`src/rtl/binary2bcd_seq_pkg.sv`:
```
// Shared types and constants for the sequential binary-to-BCD converter.
// Holds the FSM encoding, the add-3 adjust constants and a digit-count helper.
package binary2bcd_seq_pkg;

  typedef enum logic [1:0] {
    IDLE  = 2'd0,
    SHIFT = 2'd1,
    DONE  = 2'd2
  } state_t;

  localparam logic [3:0] BCD_ADJ_THRESH = 4'd5;
  localparam logic [3:0] BCD_ADJ_ADD    = 4'd3;

  // Smallest DIGITS that holds every value of an unsigned width-bit input.
  function automatic int min_digits(input int width);
    longint unsigned maxv;
    longint unsigned p;
    int              d;
    maxv = (64'd1 << width) - 64'd1;
    p    = 64'd10;
    d    = 1;
    for (int i = 0; i < 19; i++) begin
      if (p <= maxv) begin
        d++;
        p = p * 64'd10;
      end
    end
    return d;
  endfunction

endpackage

```
`src/rtl/binary2bcd_seq_digit_adj.sv`:
```
// One double-dabble digit correction: a BCD digit of 5 or more gets +3
// so that the following left shift carries correctly into the next digit.
module bcd_digit_adj
  import binary2bcd_seq_pkg::*;
(
  input  logic [3:0] i_digit,
  output logic [3:0] o_digit
);

  assign o_digit = (i_digit >= BCD_ADJ_THRESH) ? (i_digit + BCD_ADJ_ADD) : i_digit;

endmodule

```
`src/rtl/binary2bcd_seq.sv`:
```
// Multi-cycle binary-to-BCD converter, one double-dabble iteration per clock,
// with valid/ready on both sides and a sticky flag for values beyond DIGITS.
module binary2bcd_seq
  import binary2bcd_seq_pkg::*;
#(
  parameter int IN_WIDTH = 8,
  parameter int DIGITS   = 3
) (
  input  logic                  clk,
  input  logic                  rst_n,
  input  logic                  in_valid,
  output logic                  in_ready,
  input  logic [IN_WIDTH-1:0]   in_data,
  output logic                  out_valid,
  input  logic                  out_ready,
  output logic [4*DIGITS-1:0]   out_bcd,
  output logic                  out_ovf
);

  localparam int BW = 4 * DIGITS;
  localparam int SW = BW + IN_WIDTH;
  localparam int CW = $clog2(IN_WIDTH + 1);

  state_t          r_state;
  logic [SW-1:0]   r_sr;
  logic [CW-1:0]   r_cnt;
  logic            r_ovf;
  logic            r_in_ready;
  logic            r_out_valid;
  logic [BW-1:0]   r_out_bcd;
  logic            r_out_ovf;

  logic [BW-1:0]   w_bcd_adj;
  logic [SW-1:0]   w_shifted;
  logic            w_carry;

  genvar g;
  generate
    for (g = 0; g < DIGITS; g++) begin : g_adj
      bcd_digit_adj u_adj (
        .i_digit (r_sr[IN_WIDTH + 4*g +: 4]),
        .o_digit (w_bcd_adj[4*g +: 4])
      );
    end
  endgenerate

  // Adjusted digits and the remaining binary bits move up together; the bit
  // leaving the top digit is a decimal carry the output cannot represent.
  assign w_shifted = {w_bcd_adj[BW-2:0], r_sr[IN_WIDTH-1:0], 1'b0};
  assign w_carry   = w_bcd_adj[BW-1];

  always_ff @(posedge clk or negedge rst_n) begin
    if (!rst_n) begin
      r_state     <= IDLE;
      r_sr        <= '0;
      r_cnt       <= '0;
      r_ovf       <= 1'b0;
      r_in_ready  <= 1'b0;
      r_out_valid <= 1'b0;
      r_out_bcd   <= '0;
      r_out_ovf   <= 1'b0;
    end else begin
      case (r_state)
        IDLE: begin
          r_in_ready <= 1'b1;
          if (in_valid && r_in_ready) begin
            r_sr       <= {{BW{1'b0}}, in_data};
            r_ovf      <= 1'b0;
            r_cnt      <= CW'(IN_WIDTH);
            r_in_ready <= 1'b0;
            r_state    <= SHIFT;
          end
        end
        SHIFT: begin
          r_sr  <= w_shifted;
          r_ovf <= r_ovf | w_carry;
          r_cnt <= r_cnt - CW'(1);
          if (r_cnt == CW'(1)) begin
            r_out_bcd   <= w_shifted[SW-1 -: BW];
            r_out_ovf   <= r_ovf | w_carry;
            r_out_valid <= 1'b1;
            r_state     <= DONE;
          end
        end
        DONE: begin
          // Result registers are left alone; out_valid alone qualifies them.
          if (out_ready) begin
            r_out_valid <= 1'b0;
            r_in_ready  <= 1'b1;
            r_state     <= IDLE;
          end
        end
        default: begin
          r_state     <= IDLE;
          r_in_ready  <= 1'b0;
          r_out_valid <= 1'b0;
        end
      endcase
    end
  end

  assign in_ready  = r_in_ready;
  assign out_valid = r_out_valid;
  assign out_bcd   = r_out_bcd;
  assign out_ovf   = r_out_ovf;

endmodule

```
`config.mk`:
```
export PLATFORM = sky130hd
export DESIGN_NAME = binary2bcd_seq
export DESIGN_NICKNAME = d
export VERILOG_FILES = /design/src/rtl/binary2bcd_seq_pkg.sv /design/src/rtl/binary2bcd_seq_digit_adj.sv /design/src/rtl/binary2bcd_seq.sv
export SDC_FILE = /design/constraint.sdc
export NUM_CORES = 1
export LEC_CHECK = 0
export BUFFER_PORTS_ARGS = -buffer_cell sky130_fd_sc_hd__buf_4
export CORE_UTILIZATION = 50
export DETAILED_ROUTE_END_ITERATION = 10
export GPL_TIMING_DRIVEN = 1
export PLACE_DENSITY = 0.73
export SYNTH_ARGS = -nofsm -noshare
export SYNTH_HDL_FRONTEND = slang
export SYNTH_SLANG_ARGS = --single-unit
```
`constraint.sdc`:
```
create_clock -name clk -period 4.3 [get_ports clk]
set_input_delay 0.215 -clock clk [delete_from_list [all_inputs] [get_ports clk]]
set_output_delay 0.215 -clock clk [all_outputs]
set_load 0.005 [all_outputs]
```
---- After elaboration in Yosys (flattened, before gate mapping) ----
Index checks and enable logic that the tools add are counted.
operators by class
  $add $sub $neg .......................... 4
  $mul .................................... 0
  divide/modulo/power cells ............... 0
  magnitude comparators ................... 3
  equality and inequality tests ........... 6
  shift operators ......................... 0
  mux-type cells .......................... 19
  bitwise logic cells ..................... 3
  reductions and logical operators ........ 8
operator list
  kind                                                                   number
  20-bit one-hot mux with 2 select lines                                 1
  20-bit two-way mux                                                     1
  4-bit two-way mux                                                      4
  4-bit by 2-bit adder with 4-bit output, second input constant          3
  4-bit by 3-bit >= comparator with 1-bit output, second input constant  3
  4-bit one-hot mux with 2 select lines                                  1
  2-bit two-way mux                                                      3
  2-bit != test, second input constant                                   3
  1-bit one-hot mux with 3 select lines                                  2
  2-bit one-hot mux with 3 select lines                                  1
  2-bit AND reduction                                                    3
  3-bit AND reduction                                                    2
  1-bit two-way mux                                                      5
  4-bit by 1-bit equality test with 1-bit output, second input constant  1
  4-bit by 1-bit subtractor with 4-bit output, second input constant     1
  2-bit by 1-bit equality test with 1-bit output, second input constant  1
  2-bit equality test, second input constant                             1
  2-bit zero test                                                        1
  1-bit inverter                                                         2
  1-bit one-hot mux with 2 select lines                                  1
  2-bit nonzero test                                                     1
  1-bit logical AND                                                      1
  1-bit bitwise OR                                                       1
storage, ports and cells
  bits in registers ....................... 42
  bits in latches ......................... 0
  bits in writable memories ............... 0
  memory bits (read-only) ................. 0
  input port bits ......................... 12
  logic and storage cells ................. 51
  memories ................................ 0

---- Depth between registers and ports, before layout ----
Gate-level depths: netlist of the first run.
  word-level depth ........................ 4
  gate-level depth with buffers ........... 7

---- Modules after synthesis ----
A second synthesis of the first run with hierarchy kept.
unflattened totals
  cells, all modules ...................... 183
  area, all modules ....................... 2,093.3 um2
modules (own cells, without submodules)
  module          instances  cells an instance  area each (um2)  sequential area each (um2)
  binary2bcd_seq  1          135                1,789.2          1,051.0
  bcd_digit_adj   3          16                 101.3            0.0

---- Worst setup path after synthesis of the first run ----
Ideal clock, no wire load.
  path type ............................... reg-to-reg
  start point ............................. register r_cnt[1]
  end point ............................... register r_out_bcd[5], in the netlist out_bcd[5]
  library setup time ...................... 128 ps
  arrival time ............................ 1,291 ps
  required time ........................... 4,172 ps
  setup slack ............................. 2,881 ps
  stages on the path, launching flop included .. 6
  buffers on the path ..................... 0
  clock period less this slack ............ 1,419 ps
  cell sequence ........................... dfrtp_1 inv_1 ha_1 nor3b_2 nand2_4 mux2_1
between the ends
  cells in the longest elaborated chain, start to end .. 2
ends and longest elaborated chain
  item                                            line                  source
  start: declaration                              binary2bcd_seq.sv:26  logic [CW-1:0] r_cnt;
  start signal: assignment                        binary2bcd_seq.sv:69  r_cnt <= CW'(IN_WIDTH);
  start signal: assignment                        binary2bcd_seq.sv:77  r_cnt <= r_cnt - CW'(1);
  4-bit by 1-bit equality test with 1-bit output  binary2bcd_seq.sv:78  if (r_cnt == CW'(1)) begin
  2-bit AND reduction (no source line)            n/a
  end signal: assignment                          binary2bcd_seq.sv:79  r_out_bcd <= w_shifted[SW-1 -: BW];
  end: declaration                                binary2bcd_seq.sv:30  logic [BW-1:0] r_out_bcd;
No other way between the ends.
A chain may end at the register's enable or synchronous reset.

---- Worst setup path in the final report of the first run ----
  start point ............................. register r_state[0]
  end point ............................... register r_out_bcd[5], in the netlist out_bcd[5]
between the ends
  cells in the longest elaborated chain, start to end .. 2
ends and longest elaborated chain
  item                                            line                  source
  start: declaration                              binary2bcd_seq.sv:24  state_t r_state;
  start signal: assignment                        binary2bcd_seq.sv:54  r_state <= IDLE;
  start signal: assignment                        binary2bcd_seq.sv:71  r_state <= SHIFT;
  start signal: assignment                        binary2bcd_seq.sv:82  r_state <= DONE;
  2-bit by 1-bit equality test with 1-bit output  binary2bcd_seq.sv:63  case (r_state)
  2-bit AND reduction (no source line)            n/a
No other way between the ends.

==> results.ini, run 1 <==
[status]
outcome=finished clean

[worst_setup_path]
worstSetupStartpointType=flop
worstSetupPathType=reg -> reg
crit_path_end=out_bcd[5]
timing.critical_path.from=r_state[0]
worst_r2r_path_depth=3
critical_path.endpoint_type=flop
timing.critical_path.arrival_ns=2.35
worst_path_required_ns=4.48
worstPathMaxFanout=23
timing.rr.start=r_state[0]
worstReg2RegEnd=out_bcd[5]
timing.reg2reg.setup_slack_ns=2.12

[global_routing]
grt_pass1_wl_mm=6.44
globalRouteOverflowTotal=0
grt_start_max_net_pins=43
grt_antenna_before_repair=0
grt_pass1_vias=1413
grtUsageTotal=0.206

[synth]
seq_area_frac_synth=0.518
cell_count_after_synthesis=190
syn_area_per_cell_um2=10.7
synth.most_common_cell=sky130_fd_sc_hd__dfrtp_1
yosys_most_used_dff=sky130_fd_sc_hd__dfrtp_1
synth_largest_type_area_fraction=0.518
synthTopCellsByCount=sky130_fd_sc_hd__dfrtp_1 (42), sky130_fd_sc_hd__nand2_1 (21), sky130_fd_sc_hd__o21ai_0 (18)
netlist_top_cells_area=sky130_fd_sc_hd__dfrtp_1 (52%), sky130_fd_sc_hd__ha_1 (4.9%), sky130_fd_sc_hd__mux2i_1 (4.9%), sky130_fd_sc_hd__o21ai_0 (4.4%), sky130_fd_sc_hd__nand2_1 (3.9%)
library_cell_occupying_the_most_area_in_the_post_synthesis_netlist=sky130_fd_sc_hd__dfrtp_1
ys_warn_count=0
synth-seq-cells=42
asyncSetResetFlopFracSynth=1.00
synth_fp_nets=210
netlist_area_um2=2030
synth_cell_types=29
count_of_flip_flops_with_a_built_in_enable_after_synthesis=0

[sta]
finalSetupViolations=0
hold_viol=0
achievable-frequency_mhz=459
worst_slew_margin_rel=0.258
maxSlewViolCount=0
final.setup.worst_slack_ns=2.12
worst_pin_slew_ns=1.11
timing.final.crit_period_ns=2.18
post-route-period-util=0.506
skew_ns=0.00631
rsz_0062_raised_after_global_routing=no
totalNegativeSetupSlack_ns=0

[drt]
final_antenna_net_count=0
finalWirelength_mm=3.87
drt_first_pass_iters=4
drc_errors=0
vias_per_cell=5.52
detail_route.wl_per_cell_um=14.7
initialDrtViolationCount=52
detailroute.via_count=1452

[clocking]
cts_tree=done
root_buffer=sky130_fd_sc_hd__clkbuf_8
tritoncts.num_buffers=5
cts-root-to-sink-buffers=2
cts_sinks=42
cts-htree-levels=2
post_cts.repair.setup_buffers=0
worstSkewPairLatency_ns=0.29
clk_pin_slew_worst_paths_ns=0.08
cts_repair_resize_count=0

[die]
die_height_um=65.7
core.rowCount=22
floorplan.initialDensity=0.538
die-width_um=65.7
fp.coreArea_um2=3770
num_io_pins=27
die-area_um2=4320

[layout]
area_delta_synth_final_pct=13.6
antenna-diode-count=0
finish.cell_count_without_fillers=263
final_design_area_no_fill_um2=2300
drive_gt1_frac=0.200
final_net_count=235

[pwr]
worst_ir_drop_on_vdd_mv=0.322
p_seq_frac=0.410
share_comb_of_total_power=0.458
switching_power_uw=706
power-per-cell-area_nw_per_um2=776
power.static_leakage_uw=0.00110
netSwitchingFraction=0.395
power.share.clock=0.132
intPower_uw=1080

[run]
drv.max_cap_violation_count=0

[place]
place_inst=255
pre_cts_ws_ns=2.14
postPlaceCellArea_um2=2220
buffer_ports.inserted=26
hpwl_mm=2.66
gpl.final_weighted_congestion=0.785

[min_path]
timing.hold.worst_path_depth=2
min-delay-path-class=in -> reg

## logic make-up after synthesis
group           count (synthesis)  synth area share
buf+inv                        18            0.0506
simple gates                   49             0.125
xor+xnor                        5            0.0216
mux                            17            0.0882
flops                          42             0.518
fa+ha+maj                       8            0.0494
compound gates                 51             0.147
## repair_timing
item	CTS	global route
hold endpoints to repair	42	0
setup endpoints to repair	0	0
hold buffers	1	0
## power by group through the flow
stage	combinational [µW]	sequential (µW)	clock (µW)
2_1_floorplan	614	708	0
3_3_place_gp	776	722	0
3_5_place_dp	816	738	0
4_1_cts	822	732	243
5_1_grt	923	755	260
6_report	820	733	236
## sequential cells by signal, indices dropped and copies added, names as in the netlist
signal,cells
r_state,2
in_ready,1
r_ovf,1
r_cnt,4
out_valid,1
r_sr,20
out_bcd,12
out_ovf,1
## critical path: stages (launching register included)
cell and delay (ns):
sky130_fd_sc_hd__dfrtp_1 0.44, sky130_fd_sc_hd__nor2b_2 0.92, sky130_fd_sc_hd__nand2_4 0.31, sky130_fd_sc_hd__mux2_1 0.38
## how the worst min path moves through the flow
stage	from	to
2_1_floorplan	rst_n	in_ready
3_3_place_gp	rst_n	r_sr[15]
3_5_place_dp	rst_n	out_bcd[7]
4_1_cts	in_data[0]	r_sr[0]
5_1_grt	in_data[0]	r_sr[0]
6_report	in_data[0]	r_sr[0]
## cell type report
class / count / area [µm²]
clock buffer: 7 / 76.3
fill: 300 / 1470
tap: 48 / 60.1
timing repair buffer: 27 / 205
sequential: 42 / 1050
inverter: 9 / 33.8
multi-input combinational: 130 / 877
## layer usage
layer,GRT usage,wire [µm]
met1,0.240,1800
met2,0.337,1850
met3,0.0764,149
met4,0.0924,81
met5,0,0
## through the flow
step	utilization	power, µW	hold slack (ns)
finish	0.611	1790	0.151
global route	0.611	1940	0.148
CTS	0.611	1800	0.145
detailed placement	0.588	1550	0.227
global placement	0.588	1500	0.222
floorplan	-	1320	-0.0806
## placed cells by master (no fill, tap or decap), drive strengths merged, types with 7 or more instances in the layout
cell and n:
mux2i 10, nor3b 7, inv 9, mux2 7
clkbuf 7, dfrtp 42, a22o 8, nand2 22
a21oi 13, o21ai 29, ha 8, buf 26
Note: power is estimated with default switching activity, not from simulation.
==> run 2, diff against run 1 <==
--- a/config.mk
+++ b/config.mk
@@ -9,7 +9,7 @@
 export CORE_UTILIZATION = 50
 export DETAILED_ROUTE_END_ITERATION = 10
 export GPL_TIMING_DRIVEN = 1
-export PLACE_DENSITY = 0.73
+export PLACE_DENSITY = 0.75
 export SYNTH_ARGS = -nofsm -noshare
 export SYNTH_HDL_FRONTEND = slang
 export SYNTH_SLANG_ARGS = --single-unit
==> constraint.sdc (replaced) <==
create_clock -name clk -period 1.8 [get_ports clk]
set_input_delay 0.09 -clock clk [delete_from_list [all_inputs] [get_ports clk]]
set_output_delay 0.09 -clock clk [all_outputs]
set_load 0.005 [all_outputs]
==> results.ini, run 2 (synthesis gave the netlist of run 1 again) <==
[worst_setup_path]
worstSetupStartpointType=flop
worstPathMaxFanout=5
worstReg2RegEnd=out_bcd[2]
critical-path-slowest-cell=sky130_fd_sc_hd__dfrtp_1
timing.rr.start=r_sr[8]
worstSetupPathType=reg -> reg
worst-path-buf-inv=1
timing.reg2reg.setup_slack_ns=0.19
worst_r2r_path_depth=6
worst_path_required_ns=2.04
cp_cell_sequence=inv_1, ha_1, nand2b_1, a21oi_2, mux2i_1, mux2_2
path_delay_family=multiplexers
timing.critical_path.arrival_ns=1.85
highest_cell_delay_on_the_worst_timing_path_ns=0.44
critical_path.endpoint_type=flop

[global_routing]
grt_pass1_vias=1500
grtUsageTotal=0.215
globalRouteOverflowTotal=0
grt_pass1_wl_mm=6.97
grt_start_max_net_pins=43
grt_antenna_before_repair=0

[layout]
final_net_count=240
multiInputGateArea_um2=877
antenna-diode-count=0
area_delta_synth_final_pct=16.2
register_area_um2=1050
drive_gt1_frac=0.226
largest_register=r_sr
num-fill-cells=302
final_design_area_no_fill_um2=2360
flip_flop_count_of_the_largest_register_all_copies_and_words_added=20
layout_commonest_cell=sky130_fd_sc_hd__dfrtp_1
layout.cells.most_common_list=sky130_fd_sc_hd__dfrtp_1 (42), sky130_fd_sc_hd__buf_4 (31), sky130_fd_sc_hd__nand2_1 (21)

[sta]
worst_slew_margin_rel=0.657
hold_viol=0
maxSlewViolCount=0
skew_ns=0.00502
post-route-period-util=0.895
achievable-frequency_mhz=620
totalNegativeSetupSlack_ns=0
timing.final.crit_period_ns=1.61
finalSetupViolations=0
worst_pin_slew_ns=0.514
rsz_0062_raised_after_global_routing=no
final.setup.worst_slack_ns=0.188

[clocking]
cts_sinks=42
worstSkewPairLatency_ns=0.29
cts_tree=done
number_of_buffers_inserted_for_hold_repair_after_clock_tree_synthesis=1
tritoncts.num_buffers=5
clk_pin_slew_worst_paths_ns=0.08
cts_repair_resize_count=0
cts-htree-levels=2
root_buffer=sky130_fd_sc_hd__clkbuf_8
cts-root-to-sink-buffers=2
post_cts.repair.setup_buffers=0

[pwr]
power.static_leakage_uw=0.00114
worst_ir_drop_on_vdd_mv=0.873
power-per-cell-area_nw_per_um2=1870

[die]
die-area_um2=4320
fp.coreArea_um2=3770
core.rowCount=22
die-width_um=65.7
floorplan.initialDensity=0.538
num_io_pins=27
die_height_um=65.7

[drt]
final_antenna_net_count=0
detail_route.wl_per_cell_um=14.6
drt_first_pass_iters=4
drc_errors=0
vias_per_cell=5.48
initialDrtViolationCount=40
detailroute.via_count=1474
finalWirelength_mm=3.93

[run]
drv.max_cap_violation_count=0

[place]
postPlaceCellArea_um2=2250
buffer_ports.inserted=26
hpwl_mm=2.83
gpl.final_weighted_congestion=0.771
pre_cts_ws_ns=0.209

[status]
outcome=finished clean

[min_path]
min-delay-path-class=in -> reg
timing.hold.worst_path_depth=2
timing.hold.worst_endpoint=r_sr[0]
hold_start=in_data[0]

==> run 2: how the worst max path moves through the flow <==
| stage | from | endpoint | slack [ns] | cells after the start |
|---|---|---|---|---|
| 3_5_place_dp | r_sr[16] | out_bcd[9] | 0.21 | 6 |
| 6_report | r_sr[8] | out_bcd[2] | 0.19 | 6 |
| 4_1_cts | r_sr[16] | out_bcd[9] | 0.20 | 6 |
| 2_1_floorplan | r_cnt[1] | out_bcd[5] | 0.38 | 5 |
| 3_3_place_gp | r_sr[12] | out_bcd[5] | 0.30 | 6 |
| 5_1_grt | r_sr[13] | out_bcd[6] | 0.07 | 6 |
==> run 2: through the flow <==
stage / std cells / hold slack, ns / power, µW / util
final: 269 / 0.0117 / 4410 / 0.625
after CTS: 269 / 0.00740 / 4450 / 0.625
after global placement: 260 / 0.0955 / 3640 / 0.598
after global routing: 269 / 0.0221 / 4790 / 0.625
after floorplan: 190 / -0.206 / 3160 / -
after detailed placement: 260 / 0.110 / 3810 / 0.598
==> run 2: final cells by class <==
cell class                 instances  share of cell area
multi-input combinational        130               0.372
clock inverter                     1             0.00212
clock buffer                       7              0.0366
timing repair buffer              32               0.103
inverter                           9              0.0143
sequential                        42               0.446
tap                               48              0.0255
==> run 2: worst register-to-register path, stage by stage, from the launching register on <==
cell and delay [ns]:
sky130_fd_sc_hd__dfrtp_1 0.44, sky130_fd_sc_hd__inv_1 0.08, sky130_fd_sc_hd__ha_1 0.24, sky130_fd_sc_hd__nand2b_1 0.12, sky130_fd_sc_hd__a21oi_2 0.21, sky130_fd_sc_hd__mux2i_1 0.28, sky130_fd_sc_hd__mux2_2 0.18
==> run 2: per-layer routing <==
layer | vias up | share of wire | global-route usage
li1 | 710 | - | -
met1 | 728 | 0.44 | 0.272
met2 | 29 | 0.51 | 0.360
met3 | 7 | 0.039 | 0.0590
met4 | 0 | 0.012 | 0.0598
met5 | - | 0 | 0
==> run 2: where the power goes <==
part / internal, µW / switching, µW / leakage (µW) / total (µW)
sequential: 1380 / 361 / 0.000523 / 1750
combinational: 991 / 1050 / 0.000567 / 2040
clock: 310 / 320 / 0.0000482 / 630
==> run 3, diff against run 2 <==
--- a/config.mk
+++ b/config.mk
@@ -9,7 +9,7 @@
 export CORE_UTILIZATION = 50
 export DETAILED_ROUTE_END_ITERATION = 10
 export GPL_TIMING_DRIVEN = 1
-export PLACE_DENSITY = 0.75
+export PLACE_DENSITY = 0.73
 export SYNTH_ARGS = -nofsm -noshare
 export SYNTH_HDL_FRONTEND = slang
 export SYNTH_SLANG_ARGS = --single-unit
==> constraint.sdc (replaced) <==
create_clock -name clk -period 1.86 [get_ports clk]
set_input_delay 0.093 -clock clk [delete_from_list [all_inputs] [get_ports clk]]
set_output_delay 0.093 -clock clk [all_outputs]
set_load 0.005 [all_outputs]
==> results.ini, run 3 (synthesis gave the netlist of run 1 again) <==
[clocking]
clk_pin_slew_worst_paths_ns=0.08
worstSkewPairLatency_ns=0.29
cts-htree-levels=2
cts-root-to-sink-buffers=2
cts_sinks=42
cts_tree=done
post_cts.repair.setup_buffers=0
root_buffer=sky130_fd_sc_hd__clkbuf_8
cts_repair_resize_count=0
tritoncts.num_buffers=5

[die]
die-width_um=65.7
num_io_pins=27
core.rowCount=22
fp.coreArea_um2=3770
die_height_um=65.7
die-area_um2=4320
floorplan.initialDensity=0.538

[worst_setup_path]
path_delay_family=multiplexers
timing.reg2reg.setup_slack_ns=0.26
worstReg2RegEnd=out_bcd[6]
worstPathMaxFanout=5
highest_cell_delay_on_the_worst_timing_path_ns=0.44
worst-path-buf-inv=1
critical_path.endpoint_type=flop
worstSetupPathType=reg -> reg
worstSetupPathDepth=6
worst_r2r_path_depth=6
timing.rr.start=r_sr[12]
worst_path_required_ns=2.10
cp_cell_sequence=inv_1, ha_1, nand2b_1, a21oi_2, mux2i_1, mux2_2
timing.critical_path.arrival_ns=1.84
worstSetupStartpointType=flop
critical-path-slowest-cell=sky130_fd_sc_hd__dfrtp_1
timing.critical_path.from=r_sr[12]

[sta]
post-route-period-util=0.862
worst_pin_slew_ns=0.523
skew_ns=0.00835
finalSetupViolations=0
achievable-frequency_mhz=624
hold_viol=0
final_worst_hold_slack_ns=0.0286
totalNegativeSetupSlack_ns=0
worst_slew_margin_rel=0.652
rsz_0062_raised_after_global_routing=no
timing.final.crit_period_ns=1.60
maxSlewViolCount=0

[global_routing]
grt_pass1_wl_mm=6.84
grt_antenna_before_repair=0
grtUsageTotal=0.212
globalRouteOverflowTotal=0
grt_pass1_vias=1592
grt_start_max_net_pins=43

[layout]
flip_flop_count_of_the_largest_register_all_copies_and_words_added=20
area_delta_synth_final_pct=17.0
antenna-diode-count=0
finish.cell_count_without_fillers=269
drive_gt1_frac=0.231
layout_commonest_cell=sky130_fd_sc_hd__dfrtp_1
layout.cells.most_common_list=sky130_fd_sc_hd__dfrtp_1 (42), sky130_fd_sc_hd__buf_4 (31), sky130_fd_sc_hd__nand2_1 (21)
largest_register=r_sr
final_design_area_no_fill_um2=2370
final_net_count=240

[pwr]
power-per-cell-area_nw_per_um2=1830
p_seq_frac=0.389
worst_ir_drop_on_vdd_mv=0.877
power.static_leakage_uw=0.00115
power.share.clock=0.163
intPower_uw=2690
share_comb_of_total_power=0.448
switching_power_uw=1650
netSwitchingFraction=0.380

[place]
place_inst=260
postPlaceCellArea_um2=2250
buffer_ports.inserted=26
gpl.final_weighted_congestion=0.818
hpwl_mm=2.70

[drt]
drt_first_pass_iters=4
detail_route.wl_per_cell_um=14.4
drc_errors=0
initialDrtViolationCount=90
finalWirelength_mm=3.87
final_antenna_net_count=0
vias_per_cell=5.46
detailroute.via_count=1469

[min_path]
timing.hold.worst_path_depth=2
hold_start=in_data[0]
min-delay-path-class=in -> reg
timing.hold.worst_endpoint=r_sr[0]

[status]
outcome=finished clean

[run]
drv.max_cap_violation_count=0

==> run 3: cell count changes in the layout (fill, tap and decap cells not counted), sizes merged <==
cell    delta
bufinv     +1
clkbuf     -2
clkinv     +1
==> run 3: how the worst max path moves through the flow <==
stage / slack [ns] / end
2_1_floorplan: 0.44 / out_bcd[5]
3_3_place_gp: 0.36 / out_bcd[2]
3_5_place_dp: 0.28 / out_bcd[6]
4_1_cts: 0.24 / out_bcd[2]
5_1_grt: 0.12 / out_bcd[2]
6_report: 0.26 / out_bcd[6]
==> run 3: layout make-up <==
class                           instances  area (µm²)
Tap cell                               48        60.1
Sequential cell                        42        1050
Timing Repair Buffer                   32         243
Multi-Input combinational cell        130         877
Clock buffer                            5        68.8
Fill cell                             297        1400
Clock inverter                          3        40.0
Inverter                                9        33.8
==> run 3: stage by stage <==
step | setup slack [ns] | total power (µW) | utilization
3_5_place_dp | 0.281 | 3650 | 0.598
6_report | 0.257 | 4340 | 0.629
4_1_cts | 0.236 | 4380 | 0.629
2_1_floorplan | 0.441 | 3060 | -
5_1_grt | 0.116 | 4730 | 0.629
3_3_place_gp | 0.361 | 3540 | 0.598
==> run 3: repair_timing <==
item / CTS / global route
hold buffers: 1 / 0
endpoints found under the setup margin: 0 / 0
endpoints found under the hold margin: 42 / 0
==> run 3: power groups by stage <==
stage / Clock (µW) / Combinational [µW] / Sequential (µW)
detailed placement: 0 / 1940 / 1700
finish: 709 / 1950 / 1690
global placement: 0 / 1870 / 1670
CTS: 725 / 1960 / 1690
floorplan: 0 / 1420 / 1640
global route: 764 / 2210 / 1760
==> run 3: layer usage <==
layer  part of all wire  global-route usage
met1               0.42               0.238
met2               0.52               0.364
met3              0.052              0.0660
met4             0.0096              0.0978
met5                  0                   0
